===== config.mk =====
export PLATFORM = sky130hd
export DESIGN_NAME = inverse_matrix_flat
export DESIGN_NICKNAME = d
export VERILOG_FILES = /design/src/rtl/inverse_matrix_if.sv /design/src/rtl/inverse_matrix.sv /design/src/flat_wrapper.sv
export SDC_FILE = /design/constraint.sdc
export NUM_CORES = 1
export LEC_CHECK = 0
export CORE_MARGIN = 2
export CORE_UTILIZATION = 55
export CTS_BUF_LIST = sky130_fd_sc_hd__clkbuf_8
export DETAILED_ROUTE_END_ITERATION = 7
export PLACE_DENSITY = 0.77
export SLEW_MARGIN = 5
export SYNTH_ARGS = -nofsm -noshare
export SYNTH_HDL_FRONTEND = slang
export SYNTH_SLANG_ARGS = --single-unit
export TNS_END_PERCENT = 1

===== constraint.sdc =====
create_clock -name clk -period 10.35 [get_ports clk]
set_input_delay 1.035 -clock clk [delete_from_list [all_inputs] [get_ports clk]]
set_output_delay 1.035 -clock clk [all_outputs]
set_load 0.02 [all_outputs]

===== src/rtl/inverse_matrix_if.sv =====
// Start/done coprocessor bus for the 2x2 matrix inverter.
// master: the requester driving start and the matrix; slave: the inverter.
interface inverse_matrix_if #(
  parameter int W    = 8,
  parameter int FRAC = 8
);
  logic                     start;
  logic signed [W-1:0]      a00, a01, a10, a11;
  logic                     busy;
  logic                     done;
  logic                     singular;
  logic signed [2*W-1:0]    det;
  logic signed [W+FRAC:0]   inv00, inv01, inv10, inv11;

  modport master (
    output start, a00, a01, a10, a11,
    input  busy, done, singular, det, inv00, inv01, inv10, inv11
  );

  modport slave (
    input  start, a00, a01, a10, a11,
    output busy, done, singular, det, inv00, inv01, inv10, inv11
  );
endinterface


===== src/rtl/inverse_matrix.sv =====
// Sequential 2x2 signed matrix inverter: det, then adj/det through one shared
// restoring divider (one quotient bit per cycle, four elements in turn).
// Optional macro INV_ROUND_EN: round each quotient to nearest (ties away from
// zero) instead of truncating toward zero.
module inverse_matrix #(
  parameter int W    = 8,
  parameter int FRAC = 8
) (
  input  logic              clk,
  input  logic              rst,
  inverse_matrix_if.slave   bus
);
  localparam int QW = W + FRAC + 1;   // quotient / inverse element width
  localparam int DW = 2 * W;          // determinant width
  localparam int CW = $clog2(QW);

  typedef enum logic [1:0] {S_IDLE, S_DET, S_DIV, S_FIN} state_t;

  state_t                 state, state_nx;
  logic signed [W-1:0]    a00_r, a01_r, a10_r, a11_r;
  logic signed [DW-1:0]   x00, x01, x10, x11;
  logic signed [DW-1:0]   det_c;
  logic [DW-1:0]          det_mag;

  logic [QW-1:0]          dvd;        // dividend, MSB shifted out first
  logic [DW:0]            rem;
  logic [QW-1:0]          quo;
  logic [CW-1:0]          bit_cnt;
  logic [1:0]             elem;       // element currently being divided
  logic                   q_neg;      // sign of the current quotient

  logic                   busy_q, done_q, sing_q;
  logic signed [DW-1:0]   det_q;
  logic signed [QW-1:0]   inv_q [4];

  logic [1:0]             ld_idx;
  logic signed [W-1:0]    src;
  logic                   src_flip;
  logic [W-1:0]           src_mag;
  logic [QW-1:0]          ld_dvd;
  logic                   ld_neg;
  logic [DW:0]            rem_sh;
  logic                   fits;
  logic [DW:0]            rem_nx;
  logic [QW-1:0]          quo_nx;
  logic signed [QW-1:0]   res;
  logic                   last_bit;

  // Full-precision determinant of the latched matrix; inputs are frozen while busy.
  assign x00     = DW'(a00_r);
  assign x01     = DW'(a01_r);
  assign x10     = DW'(a10_r);
  assign x11     = DW'(a11_r);
  assign det_c   = x00 * x11 - x01 * x10;
  assign det_mag = det_c[DW-1] ? -det_c : det_c;

  assign last_bit = (bit_cnt == CW'(QW - 1));
  assign ld_idx   = (state == S_DET) ? 2'd0 : elem + 2'd1;

  // Pick the adjugate element to load next and form its dividend magnitude and sign.
  always_comb begin
    // NOTE: every always_comb output gets a default first so no path can infer a latch.
    src      = a11_r;
    src_flip = 1'b0;
    case (ld_idx)
      2'd0:    begin src = a11_r; src_flip = 1'b0; end
      2'd1:    begin src = a01_r; src_flip = 1'b1; end
      2'd2:    begin src = a10_r; src_flip = 1'b1; end
      default: begin src = a00_r; src_flip = 1'b0; end
    endcase
    src_mag = src[W-1] ? -src : src;
    ld_neg  = src[W-1] ^ src_flip ^ det_c[DW-1];
`ifdef INV_ROUND_EN
    ld_dvd  = QW'({src_mag, {FRAC{1'b0}}}) + QW'(det_mag >> 1);
`else
    ld_dvd  = QW'({src_mag, {FRAC{1'b0}}});
`endif
  end

  // One restoring-division step: trial subtract of |det| from the shifted remainder.
  always_comb begin
    rem_sh = {rem[DW-1:0], dvd[QW-1]};
    fits   = (rem_sh >= {1'b0, det_mag});
    rem_nx = fits ? rem_sh - {1'b0, det_mag} : rem_sh;
    quo_nx = {quo[QW-2:0], fits};
    res    = q_neg ? -quo_nx : quo_nx;
  end

  // State register.
  always_ff @(posedge clk) begin
    // NOTE: sequential state uses non-blocking assignments so all registers update together.
    if (rst) state <= S_IDLE;
    else     state <= state_nx;
  end

  // Next-state logic.
  always_comb begin
    state_nx = state;
    case (state)
      S_IDLE: if (bus.start) state_nx = S_DET;
      S_DET:  state_nx = (det_c == '0) ? S_FIN : S_DIV;
      S_DIV:  if (last_bit && elem == 2'd3) state_nx = S_FIN;
      S_FIN:  state_nx = S_IDLE;
      default: state_nx = S_IDLE;
    endcase
  end

  // Datapath and output registers.
  always_ff @(posedge clk) begin
    if (rst) begin
      a00_r   <= '0; a01_r <= '0; a10_r <= '0; a11_r <= '0;
      dvd     <= '0; rem   <= '0; quo   <= '0;
      bit_cnt <= '0; elem  <= '0; q_neg <= 1'b0;
      busy_q  <= 1'b0; done_q <= 1'b0; sing_q <= 1'b0;
      det_q   <= '0;
      // NOTE: this small result array is reset explicitly because it is architecturally visible.
      for (int i = 0; i < 4; i++) inv_q[i] <= '0;
    end else begin
      case (state)
        S_IDLE: begin
          done_q <= 1'b0;
          if (bus.start) begin
            a00_r  <= bus.a00; a01_r <= bus.a01;
            a10_r  <= bus.a10; a11_r <= bus.a11;
            busy_q <= 1'b1;
            sing_q <= 1'b0;
            det_q  <= '0;
            for (int i = 0; i < 4; i++) inv_q[i] <= '0;
          end
        end
        S_DET: begin
          det_q   <= det_c;
          sing_q  <= (det_c == '0);
          dvd     <= ld_dvd;
          rem     <= '0;
          quo     <= '0;
          bit_cnt <= '0;
          elem    <= 2'd0;
          q_neg   <= ld_neg;
        end
        S_DIV: begin
          if (last_bit) begin
            inv_q[elem] <= res;
            dvd     <= ld_dvd;
            rem     <= '0;
            quo     <= '0;
            bit_cnt <= '0;
            elem    <= elem + 2'd1;
            q_neg   <= ld_neg;
          end else begin
            dvd     <= dvd << 1;
            rem     <= rem_nx;
            quo     <= quo_nx;
            bit_cnt <= bit_cnt + 1'b1;
          end
        end
        S_FIN: begin
          done_q <= 1'b1;
          busy_q <= 1'b0;
        end
        default: ;
      endcase
    end
  end

  assign bus.busy     = busy_q;
  assign bus.done     = done_q;
  assign bus.singular = sing_q;
  assign bus.det      = det_q;
  assign bus.inv00    = inv_q[0];
  assign bus.inv01    = inv_q[1];
  assign bus.inv10    = inv_q[2];
  assign bus.inv11    = inv_q[3];
endmodule


===== src/flat_wrapper.sv =====
// flat-port wrapper written by rule: the top's interface ports become plain ports
module inverse_matrix_flat 
#(
  parameter int W    = 8,
  parameter int FRAC = 8
)
  (clk, rst, bus_start, bus_a00, bus_a01, bus_a10, bus_a11, bus_busy, bus_done, bus_singular, bus_det, bus_inv00, bus_inv01, bus_inv10, bus_inv11);
  inverse_matrix_if #(.W(W), .FRAC(FRAC)) bus_i ();
  input  logic clk;
  input  logic rst;
  input wire logic [$bits(bus_i.start)-1:0] bus_start;
  input wire logic [$bits(bus_i.a00)-1:0] bus_a00;
  input wire logic [$bits(bus_i.a01)-1:0] bus_a01;
  input wire logic [$bits(bus_i.a10)-1:0] bus_a10;
  input wire logic [$bits(bus_i.a11)-1:0] bus_a11;
  output wire logic [$bits(bus_i.busy)-1:0] bus_busy;
  output wire logic [$bits(bus_i.done)-1:0] bus_done;
  output wire logic [$bits(bus_i.singular)-1:0] bus_singular;
  output wire logic [$bits(bus_i.det)-1:0] bus_det;
  output wire logic [$bits(bus_i.inv00)-1:0] bus_inv00;
  output wire logic [$bits(bus_i.inv01)-1:0] bus_inv01;
  output wire logic [$bits(bus_i.inv10)-1:0] bus_inv10;
  output wire logic [$bits(bus_i.inv11)-1:0] bus_inv11;
  assign bus_i.start = bus_start;
  assign bus_i.a00 = bus_a00;
  assign bus_i.a01 = bus_a01;
  assign bus_i.a10 = bus_a10;
  assign bus_i.a11 = bus_a11;
  assign bus_busy = bus_i.busy;
  assign bus_done = bus_i.done;
  assign bus_singular = bus_i.singular;
  assign bus_det = bus_i.det;
  assign bus_inv00 = bus_i.inv00;
  assign bus_inv01 = bus_i.inv01;
  assign bus_inv10 = bus_i.inv10;
  assign bus_inv11 = bus_i.inv11;
  inverse_matrix #(.W(W), .FRAC(FRAC)) u_core (.clk(clk), .rst(rst), .bus(bus_i));
endmodule

==> metrics.txt <==
status=completed; slowest CP cell=dfxtp_1; Core Util, Final=63.0%; IO buf count=121; DRT iter0 DRCs=739; Die Area=25600 µm²; GPL Wtd Cong=0.920; Final HPWL DP=25200 µm; path depth of the worst reg2reg path=31; worst slew pin tran=1.21 ns; TritonCTS clock tree=built; DR pass1 iterations=7; origin of the worst min-delay path=u_core.bus.singular; clk_lat worst skew=0.48 ns; Global Route Usage Sum=26.0%; antenna violations before repair=0; clk sinks=170; met1 WL=14300 µm; Hold WS=0.470 ns; first-pass GRT wire length=53300 µm; Reg2Reg Setup Slack=1.02 ns; drt total wl=32500 µm; Crit Path Class=reg -> reg; Wirelength per Cell=17.3 µm; final setup TNS=0 ns; crit path to=u_core.inv_q[1][16]; WP data arrival=9.54 ns; residual DRC count=0; unrepaired setup endpoints after global routing=no; Post-Synthesis Cells=1473; worst r2r src=u_core.a10_r[0]; CTS resizes=0; most used flip-flop cell after synthesis=dfxtp_1; CTS root buf=clkbuf_8; Max Cap Violations=0; worst reg2reg endpoint=u_core.inv_q[1][16]; Clock Tree Buf Depth=2; metal3 WL=1900 µm; Site Rows=57; period utilization=90.2%; crit end category=flip-flop; Vias=10400; max_slew headroom=19.1%; Synthesized Nets=1726; Most common cell on crit path=fa_1; vias in the first global route=10400; Routed Antenna Nets=0; Post-Synthesis Cell Area=13400 µm²; DIE WIDTH=160 µm; Yosys cell types=67; hold crit path type=reg -> reg; Worst Path Max Fanout=13; top sig layer=met4; Die Y-Extent=160 µm; vias per std cell=5.53; largest net degree at the start of global routing=85; initial core utilization=55.5%; final hold vios=0; Critical path origin=u_core.a10_r[0]; CTS HTree Levels=4; total grt overflow=0; CP max stage delay=0.54 ns; core box area=24100 µm²; Period minus WS final=9.33 ns; final layout net count=1801; sequential share of the synthesized area=30.5%; Max Fclk=0.107 GHz; Layout Skew=0.0159 ns; startpoint types=flip-flop; Post-synth EDFFs=68; Setup Fix Bufs, Post-CTS=0; Post-CTS Hold Buffers=0; Clock transition at path regs=0.11 ns; mean post-synth cell area=9.08 µm²; Final Max Slew Viols=0; Seq cells post-synth=170; TritonCTS Buffers=17; WL met2=15800 µm; Final Cell Area=15200 µm²; area grow syn2layout=13.6%; layout cells sized above 1=3.59%; number of placed I/O pins=122; Synth async-reset ratio=0%; placed cell area=14800 µm²; synth warn=0; Antenna Cells=0; Worst EP required=10.55 ns; final setup vio count=0
==> critical path: cells and delay by family (launching register included) <==
family | cells | cell delay (ns)
and+or+nand+nor | 11 | 2.26
AOI/OAI and AO/OA | 4 | 1.12
adders and majority gates | 9 | 4.00
buffers and inverters | 6 | 0.81
xor gates and xnor gates | 1 | 0.33
DFF | 1 | 0.54
==> layout by cell type, fill, tap and decap left out, types with 7 or more instances in the layout <==
master / count
o21ai_1: 8
a21oi_1: 87
or3_1: 8
nand3_1: 24
edfxtp_1: 68
nor2_1: 146
clkbuf_8: 17
buf_4: 9
a222oi_1: 8
a22oi_1: 12
and2_1: 75
mux2i_1: 11
dfxtp_1: 102
o21ai_0: 34
nor3_1: 12
ha_1: 88
xnor2_1: 31
nand2b_1: 31
clkdlybuf4s50_1: 120
nand2_1: 175
a21o_1: 9
nand4_1: 7
nor2b_1: 14
inv_1: 188
xor2_1: 41
o31ai_1: 12
and3_1: 7
fa_1: 130
==> how the worst min path moves through the flow <==
stage / slack [ns] / endpoint / cells after the start
6_report: 0.47 / u_core.bus.singular / 2
4_1_cts: 0.47 / u_core.bus.singular / 2
2_1_floorplan: 0.44 / u_core.rem[15] / 1
3_3_place_gp: 0.44 / u_core.bus.singular / 2
3_5_place_dp: 0.46 / u_core.bus.singular / 2
5_1_grt: 0.50 / u_core.bus.singular / 2
==> registers in the layout, summed over array words and instances (netlist names), 2 cells and up <==
name / flops
u_core.a00_r: 8
u_core.a01_r: 8
u_core.a10_r: 8
u_core.a11_r: 8
u_core.bit_cnt: 5
u_core.bus.det: 16
u_core.dvd: 9
u_core.elem: 2
u_core.inv_q: 68
u_core.quo: 16
u_core.rem: 16
u_core.state: 2
==> cell type report <==
type / count / area [µm²]
inverter: 191 / 717
timing repair buffer: 130 / 1270
tap: 324 / 405
fill: 2040 / 8910
multi-input combinational: 1038 / 8300
clock inverter: 15 / 181
clock buffer: 17 / 234
sequential: 170 / 4080
==> per-stage QoR <==
step                instances  setup WS, ns
floorplan                1473          1.35
global route             1885         0.394
finish                   1885          1.02
CTS                      1885          1.04
global placement         1853          1.30
detailed placement       1853          1.11
==> kinds of logic (layout without fill, tap and decap cells) <==
logic type / after synthesis / after routing / share of synthesized area, %
flip-flops: 170 / 170 / 30.5
adder cells (fa/ha/maj): 218 / 218 / 27.7
AO/OA/AOI/OAI: 218 / 218 / 10.4
buffers and inverters: 265 / 353 / 7.46
AND/OR/NAND/NOR: 517 / 517 / 18.1
multiplexers: 12 / 12 / 0.907
XOR/XNOR: 73 / 73 / 4.88
==> per-layer routing <==
| layer | global-route usage [%] | vias up |
|---|---|---|
| met5 | 0 | - |
| met4 | 6.35 | 0 |
| met3 | 3.38 | 41 |
| met2 | 44.2 | 349 |
| met1 | 35.8 | 5111 |
| li1 | - | 4922 |
==> Yosys cell counts, types with 9 or more instances <==
cell      count  area share, %
dfxtp_1     102             15
inv_1       188            5.3
a21oi_1      87            3.3
mux2i_1      11           0.82
nor2_1      146            4.1
ha_1         88            8.2
fa_1        130             19
xnor2_1      31            2.0
nand2b_1     31            1.4
and2_1       75            3.5
a22oi_1      12           0.67
nand3_1      24           0.90
clkbuf_1     63            1.8
xor2_1       41            2.7
nor3_1       12           0.45
nand2_1     175            4.9
o21ai_0      34            1.3
nor2b_1      15           0.70
o31ai_1      12           0.67
a21o_1        9           0.51
edfxtp_1     68             15
Power is not shown: default switching activity piles up to over one toggle a cycle in this logic, so the estimate is an artifact.
